File: config.mk
export PLATFORM = sky130hd
export DESIGN_NAME = cia
export DESIGN_NICKNAME = d
export VERILOG_FILES = /design/src/rtl/cia_pkg.sv /design/src/rtl/cia_block.sv /design/src/rtl/cia.sv
export SDC_FILE = /design/constraint.sdc
export NUM_CORES = 1
export LEC_CHECK = 0
export CAP_MARGIN = 20
export CORE_MARGIN = 8
export CORE_UTILIZATION = 60
export CTS_BUF_LIST = sky130_fd_sc_hd__clkbuf_8
export DETAILED_ROUTE_END_ITERATION = 10
export DONT_BUFFER_PORTS = 1
export PLACE_DENSITY = 0.8
export SYNTH_ARGS = -nofsm -noshare
export SYNTH_HDL_FRONTEND = slang
export SYNTH_SLANG_ARGS = --single-unit
File: constraint.sdc
create_clock -name clk -period 3.4 [get_ports clk]
set_input_delay 0.51 -clock clk [delete_from_list [all_inputs] [get_ports clk]]
set_output_delay 0.51 -clock clk [all_outputs]
set_load 0.02 [all_outputs]
File: src/rtl/cia_pkg.sv
// Shared constants for the carry increment adder.
package cia_pkg;

  localparam int CIA_WIDTH = 32;
  localparam int CIA_BLOCK = 4;

endpackage

File: src/rtl/cia_block.sv
// One carry-increment slice.
// A zero-carry ripple adder forms the partial sum s0 and the slice generate g.
// An incrementer then folds in the incoming slice carry.
// The slice carry-out is g | (c_in & s0 all ones). It never waits on a ripple through the adder bits.
module cia_block #(
  parameter int BLOCK = 4
) (
  input  logic [BLOCK-1:0] a_s,
  input  logic [BLOCK-1:0] b_s,
  input  logic             c_in,
  output logic [BLOCK-1:0] s,
  output logic             c_out
);

  logic [BLOCK-1:0] s0;
  logic             g;

  // Ripple adder with carry-in tied low; its final carry is the slice generate
  always_comb begin
    logic rc;
    s0 = '0;
    rc = 1'b0;
    for (int i = 0; i < BLOCK; i++) begin
      s0[i] = a_s[i] ^ b_s[i] ^ rc;
      rc    = (a_s[i] & b_s[i]) | (rc & (a_s[i] ^ b_s[i]));
    end
    g = rc;
  end

  // Incrementer adds the incoming carry to the partial sum (half-adder chain)
  always_comb begin
    logic ic;
    s  = '0;
    ic = c_in;
    for (int i = 0; i < BLOCK; i++) begin
      s[i] = s0[i] ^ ic;
      ic   = ic & s0[i];
    end
  end

  // g and an all-ones partial sum cannot both be true, so OR-ing them is exact
  assign c_out = g | (c_in & (&s0));

endmodule

File: src/rtl/cia.sv
// 32-bit carry increment adder with a registered result.
// Slices add in parallel, and the carry ripples slice-to-slice through the incrementers.
module cia
  import cia_pkg::*;
#(
  parameter int WIDTH = CIA_WIDTH,
  parameter int BLOCK = CIA_BLOCK
) (
  input  logic             clk,
  input  logic             reset,
  input  logic [WIDTH-1:0] a,
  input  logic [WIDTH-1:0] b,
  input  logic             cin,
  output logic [WIDTH-1:0] sum,
  output logic             cout
);

  localparam int NSLICE = WIDTH / BLOCK;

  logic [NSLICE:0]  carry;
  logic [WIDTH-1:0] sum_next;

  assign carry[0] = cin;

  for (genvar k = 0; k < NSLICE; k++) begin : g_slice
    cia_block #(.BLOCK(BLOCK)) u_block (
      .a_s   (a[k*BLOCK +: BLOCK]),
      .b_s   (b[k*BLOCK +: BLOCK]),
      .c_in  (carry[k]),
      .s     (sum_next[k*BLOCK +: BLOCK]),
      .c_out (carry[k+1])
    );
  end

  // Output register; reset wins over capturing the freshly computed sum
  always_ff @(posedge clk) begin
    if (reset) begin
      sum  <= '0;
      cout <= 1'b0;
    end else begin
      sum  <= sum_next;
      cout <= carry[NSLICE];
    end
  end

endmodule

# Word-level counts from Yosys, hierarchy flattened
# Index checks and enable logic that the tools add are counted.
word_totals:
  regBits: 33
  in_bits: 67
  output_inout_bits: 33
  elab_cells: 218
op_classes:
  bitwise: 208
  reduce_logical: 8
op_table:
  columns: ["cell", "n"]
  rows:
  - ["AND 1 bit", 88]
  - ["bitwise XOR 1 bit", 88]
  - ["bitwise OR 1 bit", 32]
  - ["AND reduction 4 bit", 8]

# Logic depth before layout (Yosys ltp)
logic_depth:
  word_depth: 25
  ltp_mapped: 14
  ltp_nobuf: 14

# By module
# A second synthesis with hierarchy kept.
unflattened:
  hier_cells: 213
  area_unflattened_um2: 2190.9
by_module_without_submodules:
  columns: ["mod", "n_inst", "cells_per_inst", "area_each_um2", "seq_area_each_um2"]
  rows:
  - ["cia_block", 8, 18, 162.7, 0.0]
  - ["cia", 1, 69, 889.6, 660.6]

# Least setup slack after synthesis
# Ideal clock, no wire load.
synth_timing:
  path_kind: "input to register"
  start: "input a[8]"
  end: "register sum[26]"
  setup_ns: 0.128
  arrival_ns: 3.527
  t_required_ns: 3.272
  setup_slack_ns: -0.255
  path_stages: 13
  n_path_buf: 0
  path_cell_list: "ha_1 -> inv_1 -> fa_1 -> fa_1 -> fa_1 -> or4b_4 -> a2bb2oi_4 -> nand3_2 -> o31ai_2 -> ha_1 -> ha_1 -> ha_1 -> nor2b_1"
synth_via:
  elab_chain_cells: 18
  word_cells_on_any_way: 23
  classes_between: "22 x bitwise; 1 x reduce/logical"
synth_lines:
  columns: ["item", "line", "text"]
  rows:
  - ["from (decl)", "cia.sv:11", "input logic [WIDTH-1:0] a,"]
  - ["AND 1 bit (2 in series)", "cia_block.sv:25", "rc = (a_s[i] & b_s[i]) | (rc & (a_s[i] ^ b_s[i]));"]
  - ["bitwise OR 1 bit", "cia_block.sv:25", null]
  - ["AND 1 bit", "cia_block.sv:25", null]
  - ["bitwise OR 1 bit", "cia_block.sv:25", null]
  - ["bitwise XOR 1 bit", "cia_block.sv:24", "s0[i] = a_s[i] ^ b_s[i] ^ rc;"]
  - ["AND reduction 4 bit", "cia_block.sv:42", "assign c_out = g | (c_in & (&s0));"]
  - ["AND 1 bit", "cia_block.sv:42", null]
  - ["bitwise OR 1 bit *", "cia_block.sv:42", null]
  - ["AND 1 bit *", "cia_block.sv:42", null]
  - ["bitwise OR 1 bit *", "cia_block.sv:42", null]
  - ["AND 1 bit *", "cia_block.sv:42", null]
  - ["bitwise OR 1 bit *", "cia_block.sv:42", null]
  - ["AND 1 bit *", "cia_block.sv:42", null]
  - ["bitwise OR 1 bit *", "cia_block.sv:42", null]
  - ["AND 1 bit * (2 in series)", "cia_block.sv:37", "ic = ic & s0[i];"]
  - ["bitwise XOR 1 bit *", "cia_block.sv:36", "s[i] = s0[i] ^ ic;"]
  - ["net g_slice[6].u_block.s[2]", "cia_block.sv:11", "output logic [BLOCK-1:0] s,"]
  - ["to (signal assigned)", "cia.sv:41", "sum <= sum_next;"]
  - ["to (decl)", "cia.sv:14", "output logic [WIDTH-1:0] sum,"]
# Mark *: on every way through the listed nets, which the timed path passes. The rest lies on a longest branch.
# A chain may end at the register's enable or synchronous reset.

# Worst setup path after layout
layout_timing:
  start: "input a[0]"
  end: "register sum[15]"
layout_via:
  elab_chain_cells: 17
  word_cells_on_any_way: 22
  classes_between: "21 x bitwise; 1 x reduce/logical"
layout_lines:
  columns: ["item", "line"]
  rows:
  - ["AND 1 bit (2 in series)", "cia_block.sv:25"]
  - ["bitwise OR 1 bit", "cia_block.sv:25"]
  - ["AND 1 bit", "cia_block.sv:25"]
  - ["bitwise OR 1 bit", "cia_block.sv:25"]
  - ["bitwise XOR 1 bit", "cia_block.sv:24"]
  - ["AND reduction 4 bit", "cia_block.sv:42"]
  - ["AND 1 bit", "cia_block.sv:42"]
  - ["bitwise OR 1 bit *", "cia_block.sv:42"]
  - ["AND 1 bit *", "cia_block.sv:42"]
  - ["bitwise OR 1 bit *", "cia_block.sv:42"]
  - ["AND 1 bit *", "cia_block.sv:42"]
  - ["bitwise OR 1 bit *", "cia_block.sv:42"]
  - ["AND 1 bit * (3 in series)", "cia_block.sv:37"]
  - ["bitwise XOR 1 bit *", "cia_block.sv:36"]
# Mark *: on every way between the ends. The rest lies on a longest branch, timed or not.

==> qor.json <==
{
  "max_cap_violations": {"value": 0},
  "p_per_area": {"value": 437, "unit": "nW/um^2"},
  "hold_path.startpoint": {"value": "reset"},
  "switchingPower": {"value": 433, "unit": "uW"},
  "vdd_drop_max": {"value": 254, "unit": "uV"},
  "io_pins": {"value": 100},
  "num_vias": {"value": 1565},
  "rsz0062_at_grt": {"value": "yes"},
  "initial_utilization": {"value": 62.6, "unit": "%"},
  "largest_net_degree_at_the_start_of_global_routing": {"value": 36},
  "final_weighted_congestion_in_routability_driven_placement": {"value": 0.791},
  "globalRoute.totalOverflow": {"value": 0},
  "layout_setup_ws": {"value": -0.0413, "unit": "ns"},
  "cts_h_tree_lvls": {"value": 2},
  "synth_seq_cells": {"value": 33},
  "synth-seq-area-share": {"value": 28.8, "unit": "%"},
  "hp_class": {"value": "in2reg"},
  "std_cell_rows": {"value": 22},
  "post_drt_antenna_nets": {"value": 0},
  "critical_path_required": {"value": 3.58, "unit": "ns"},
  "syn-instance-count": {"value": 223},
  "timing.setup.critical_path_class": {"value": "in2reg"},
  "setup-violations-final": {"value": 3},
  "failing_checks": {"value": "negative setup slack"},
  "count_of_final_hold_check_violations": {"value": 0},
  "drt-pass1-iter-count": {"value": 4},
  "route.layer.met1.wl": {"value": 2.07, "unit": "mm"},
  "detailedRoute.firstIterationViolations": {"value": 46},
  "cts_tree": {"value": "built"},
  "worst_hold_path.endpoint": {"value": "sum[8]$_SDFF_PP0_"},
  "core": {"value": 3660, "unit": "sq um"},
  "synth_area_leaders": {"value": "sky130_fd_sc_hd__dfxtp_1 29%, sky130_fd_sc_hd__fa_1 21%, sky130_fd_sc_hd__ha_1 17%"},
  "cp-end-kind": {"value": "flop"},
  "layout.cells.most_common": {"value": "sky130_fd_sc_hd__inv_1"},
  "slew_viol_final": {"value": 0},
  "cts_max_path_buffers": {"value": 2},
  "cts.sink_count": {"value": 33},
  "maxClockFrequency": {"value": 291, "unit": "MHz"},
  "y_dimension_of_the_die": {"value": 77.8, "unit": "microns"},
  "routed-wl-met2": {"value": 2.90, "unit": "mm"},
  "gr-usage-all-layers": {"value": 16.6, "unit": "%"},
  "part_of_the_total_power_dissipated_in_sequential_elements": {"value": 44.5, "unit": "%"},
  "synth_largest_area_cell": {"value": "sky130_fd_sc_hd__dfxtp_1"},
  "route.detailed.vias_per_inst": {"value": 5.34},
  "timing.final.crit_period": {"value": 3.44, "unit": "ns"},
  "timing.critical_path.arrival": {"value": 3.62, "unit": "ns"},
  "startpoint_type": {"value": "input pin"},
  "fill_cells": {"value": 228},
  "antenna_cells_inserted": {"value": 0},
  "synth.cell_area": {"value": 2290, "unit": "sq um"},
  "synth_largest_type_area_fraction": {"value": 28.8, "unit": "%"},
  "post_drt_wl_per_cell": {"value": 19.1, "unit": "microns"},
  "power.combinational.fraction": {"value": 33.2, "unit": "%"},
  "share_clk_of_total_power": {"value": 22.3, "unit": "%"},
  "static_leakage_power": {"value": 0.00132, "unit": "uW"},
  "cts.clk_slew.worst_paths": {"value": 0.07, "unit": "ns"},
  "hpwl": {"value": 4.22, "unit": "mm"},
  "fraction_of_final_layout_cells_with_drive_strength_greater_than_1": {"value": 25.3, "unit": "%"},
  "final.period_utilization": {"value": 101, "unit": "%"},
  "worst_slew_pin_slew": {"value": 0.335, "unit": "ns"},
  "yosysWarningCount": {"value": 0},
  "die_area": {"value": 6060, "unit": "sq um"},
  "drc_errors": {"value": 0},
  "postSynthAreaPerCell": {"value": 10.3, "unit": "sq um"},
  "synth_cell_types": {"value": 30},
  "drt-total-wl": {"value": 5.59, "unit": "mm"},
  "dieWidth": {"value": 77.8, "unit": "microns"},
  "max_fanout_on_critical_path": {"value": 2},
  "switching_share": {"value": 34.8, "unit": "%"},
  "syn2layout_area_growth": {"value": 23.9, "unit": "%"},
  "placement.io_buffers": {"value": 0},
  "cellInternalPower": {"value": 810, "unit": "uW"},
  "status": {"value": "finished, violations left"},
  "final_net_count": {"value": 367},
  "antenna_found_initial": {"value": 0},
  "min_path_cells": {"value": 1},
  "wl_met3": {"value": 401, "unit": "microns"},
  "slew_headroom": {"value": 77.4, "unit": "%"},
  "top_layer": {"value": "met4"},
  "clk_root_buffer_cell": {"value": "sky130_fd_sc_hd__clkbuf_8"},
  "final_cell_mix": {"value": "55 x sky130_fd_sc_hd__inv_1, 33 x sky130_fd_sc_hd__dfxtp_1, 22 x sky130_fd_sc_hd__nor2b_1"},
  "cts-buffers-inserted": {"value": 5},
  "timing.hold.ws": {"value": 0.287, "unit": "ns"},
  "grt_pass1_wl": {"value": 7.94, "unit": "mm"},
  "syn-num-nets": {"value": 346},
  "postLayoutCoreUtil": {"value": 77.6, "unit": "%"},
  "grt_pass1_vias": {"value": 1724}
}
## critical path, cell delays in order
cell,delay [ns]
sky130_fd_sc_hd__ha_4,0.11
sky130_fd_sc_hd__inv_2,0.04
sky130_fd_sc_hd__fa_2,0.37
sky130_fd_sc_hd__fa_2,0.39
sky130_fd_sc_hd__fa_1,0.49
sky130_fd_sc_hd__or3_4,0.40
sky130_fd_sc_hd__o2111ai_4,0.25
sky130_fd_sc_hd__buf_4,0.15
sky130_fd_sc_hd__buf_6,0.08
sky130_fd_sc_hd__buf_4,0.09
sky130_fd_sc_hd__and2_4,0.14
sky130_fd_sc_hd__ha_4,0.13
sky130_fd_sc_hd__ha_4,0.14
sky130_fd_sc_hd__ha_4,0.12
sky130_fd_sc_hd__xor2_1,0.15
sky130_fd_sc_hd__nor2_1,0.06
## per-layer routing
| metal | GRT usage [%] | vias up |
|---|---|---|
| met4 | 7.74 | 0 |
| met3 | 6.68 | 19 |
| li1 | - | 727 |
| met5 | 0 | - |
| met1 | 17.0 | 749 |
| met2 | 29.0 | 70 |
## metrics by stage
step                setup TNS [ns]  setup slack (ns)  power (uW)  instance area [sq um]  instances
global route                -0.682            -0.153        1330                   2840        293
global placement             -2.41            -0.260         871                   2490        281
floorplan                   -0.784            -0.158         792                   2350        223
finish                     -0.0750           -0.0413        1240                   2840        293
CTS                              0            0.0156        1180                   2620        292
detailed placement           -3.58            -0.331         886                   2490        281
## flip-flops by register name (all words and copies together), names as in the netlist
name	count
cout	1
sum	32
## cell usage after synthesis, drive strengths merged
| cell | count |
|---|---|
| inv | 56 |
| dfxtp | 33 |
| ha | 32 |
| fa | 24 |
| nor2b | 24 |
| nor2 | 11 |
| xor2 | 7 |
| nand2 | 5 |
| nand4bb | 4 |
| clkbuf | 3 |
| o21ai | 3 |
| and2 | 2 |
| nand3 | 2 |
| nor3 | 2 |
| or3 | 2 |
| a2bb2oi | 1 |
| a31oi | 1 |
| and4bb | 1 |
| nand4 | 1 |
| nand4b | 1 |
| nor4 | 1 |
| nor4b | 1 |
| o2111ai | 1 |
| o21bai | 1 |
| o221ai | 1 |
| o31ai | 1 |
| or4b | 1 |
| xnor2 | 1 |
## power groups by stage
| stage | registers, uW | logic [uW] | clock network, uW |
|---|---|---|---|
| floorplan | 549 | 242 | 0 |
| global placement | 563 | 309 | 0 |
| detailed placement | 564 | 323 | 0 |
| CTS | 556 | 340 | 283 |
| global route | 559 | 469 | 302 |
| finish | 553 | 413 | 277 |
## worst max path at each step
stage	from	to	slack, ns	depth (start not counted)
2_1_floorplan	a[8]	sum[26]$_SDFF_PP0_	-0.16	13
3_3_place_gp	a[0]	sum[26]$_SDFF_PP0_	-0.26	13
3_5_place_dp	a[4]	sum[27]$_SDFF_PP0_	-0.33	14
4_1_cts	a[8]	sum[27]$_SDFF_PP0_	0.02	14
5_1_grt	a[0]	sum[15]$_SDFF_PP0_	-0.15	16
6_report	a[0]	sum[15]$_SDFF_PP0_	-0.04	16
## layout make-up
class / instances / area (sq um) / area share (%)
Multi-Input combinational cell: 131 / 1690 / 59.6
Sequential cell: 33 / 661 / 23.2
Inverter: 56 / 210 / 7.40
Timing Repair Buffer: 17 / 135 / 4.76
Clock buffer: 5 / 68.8 / 2.42
Tap cell: 48 / 60.1 / 2.11
Clock inverter: 3 / 13.8 / 0.484
## timing repair
action	CTS	global route
gates resized for setup	4	39
hold buffers	0	0
pin swaps	8	18
setup endpoints to repair	4	10
buffers inserted	3	1
## logic make-up after synthesis
logic type | count (synthesis) | synth area share (%)
xor+xnor | 8 | 3.06
simple gates | 58 | 16.1
compound gates | 9 | 3.98
buf+inv | 59 | 9.66
fa+ha+maj | 56 | 38.4
flops | 33 | 28.8
Note: power is estimated with default switching activity, not from simulation.
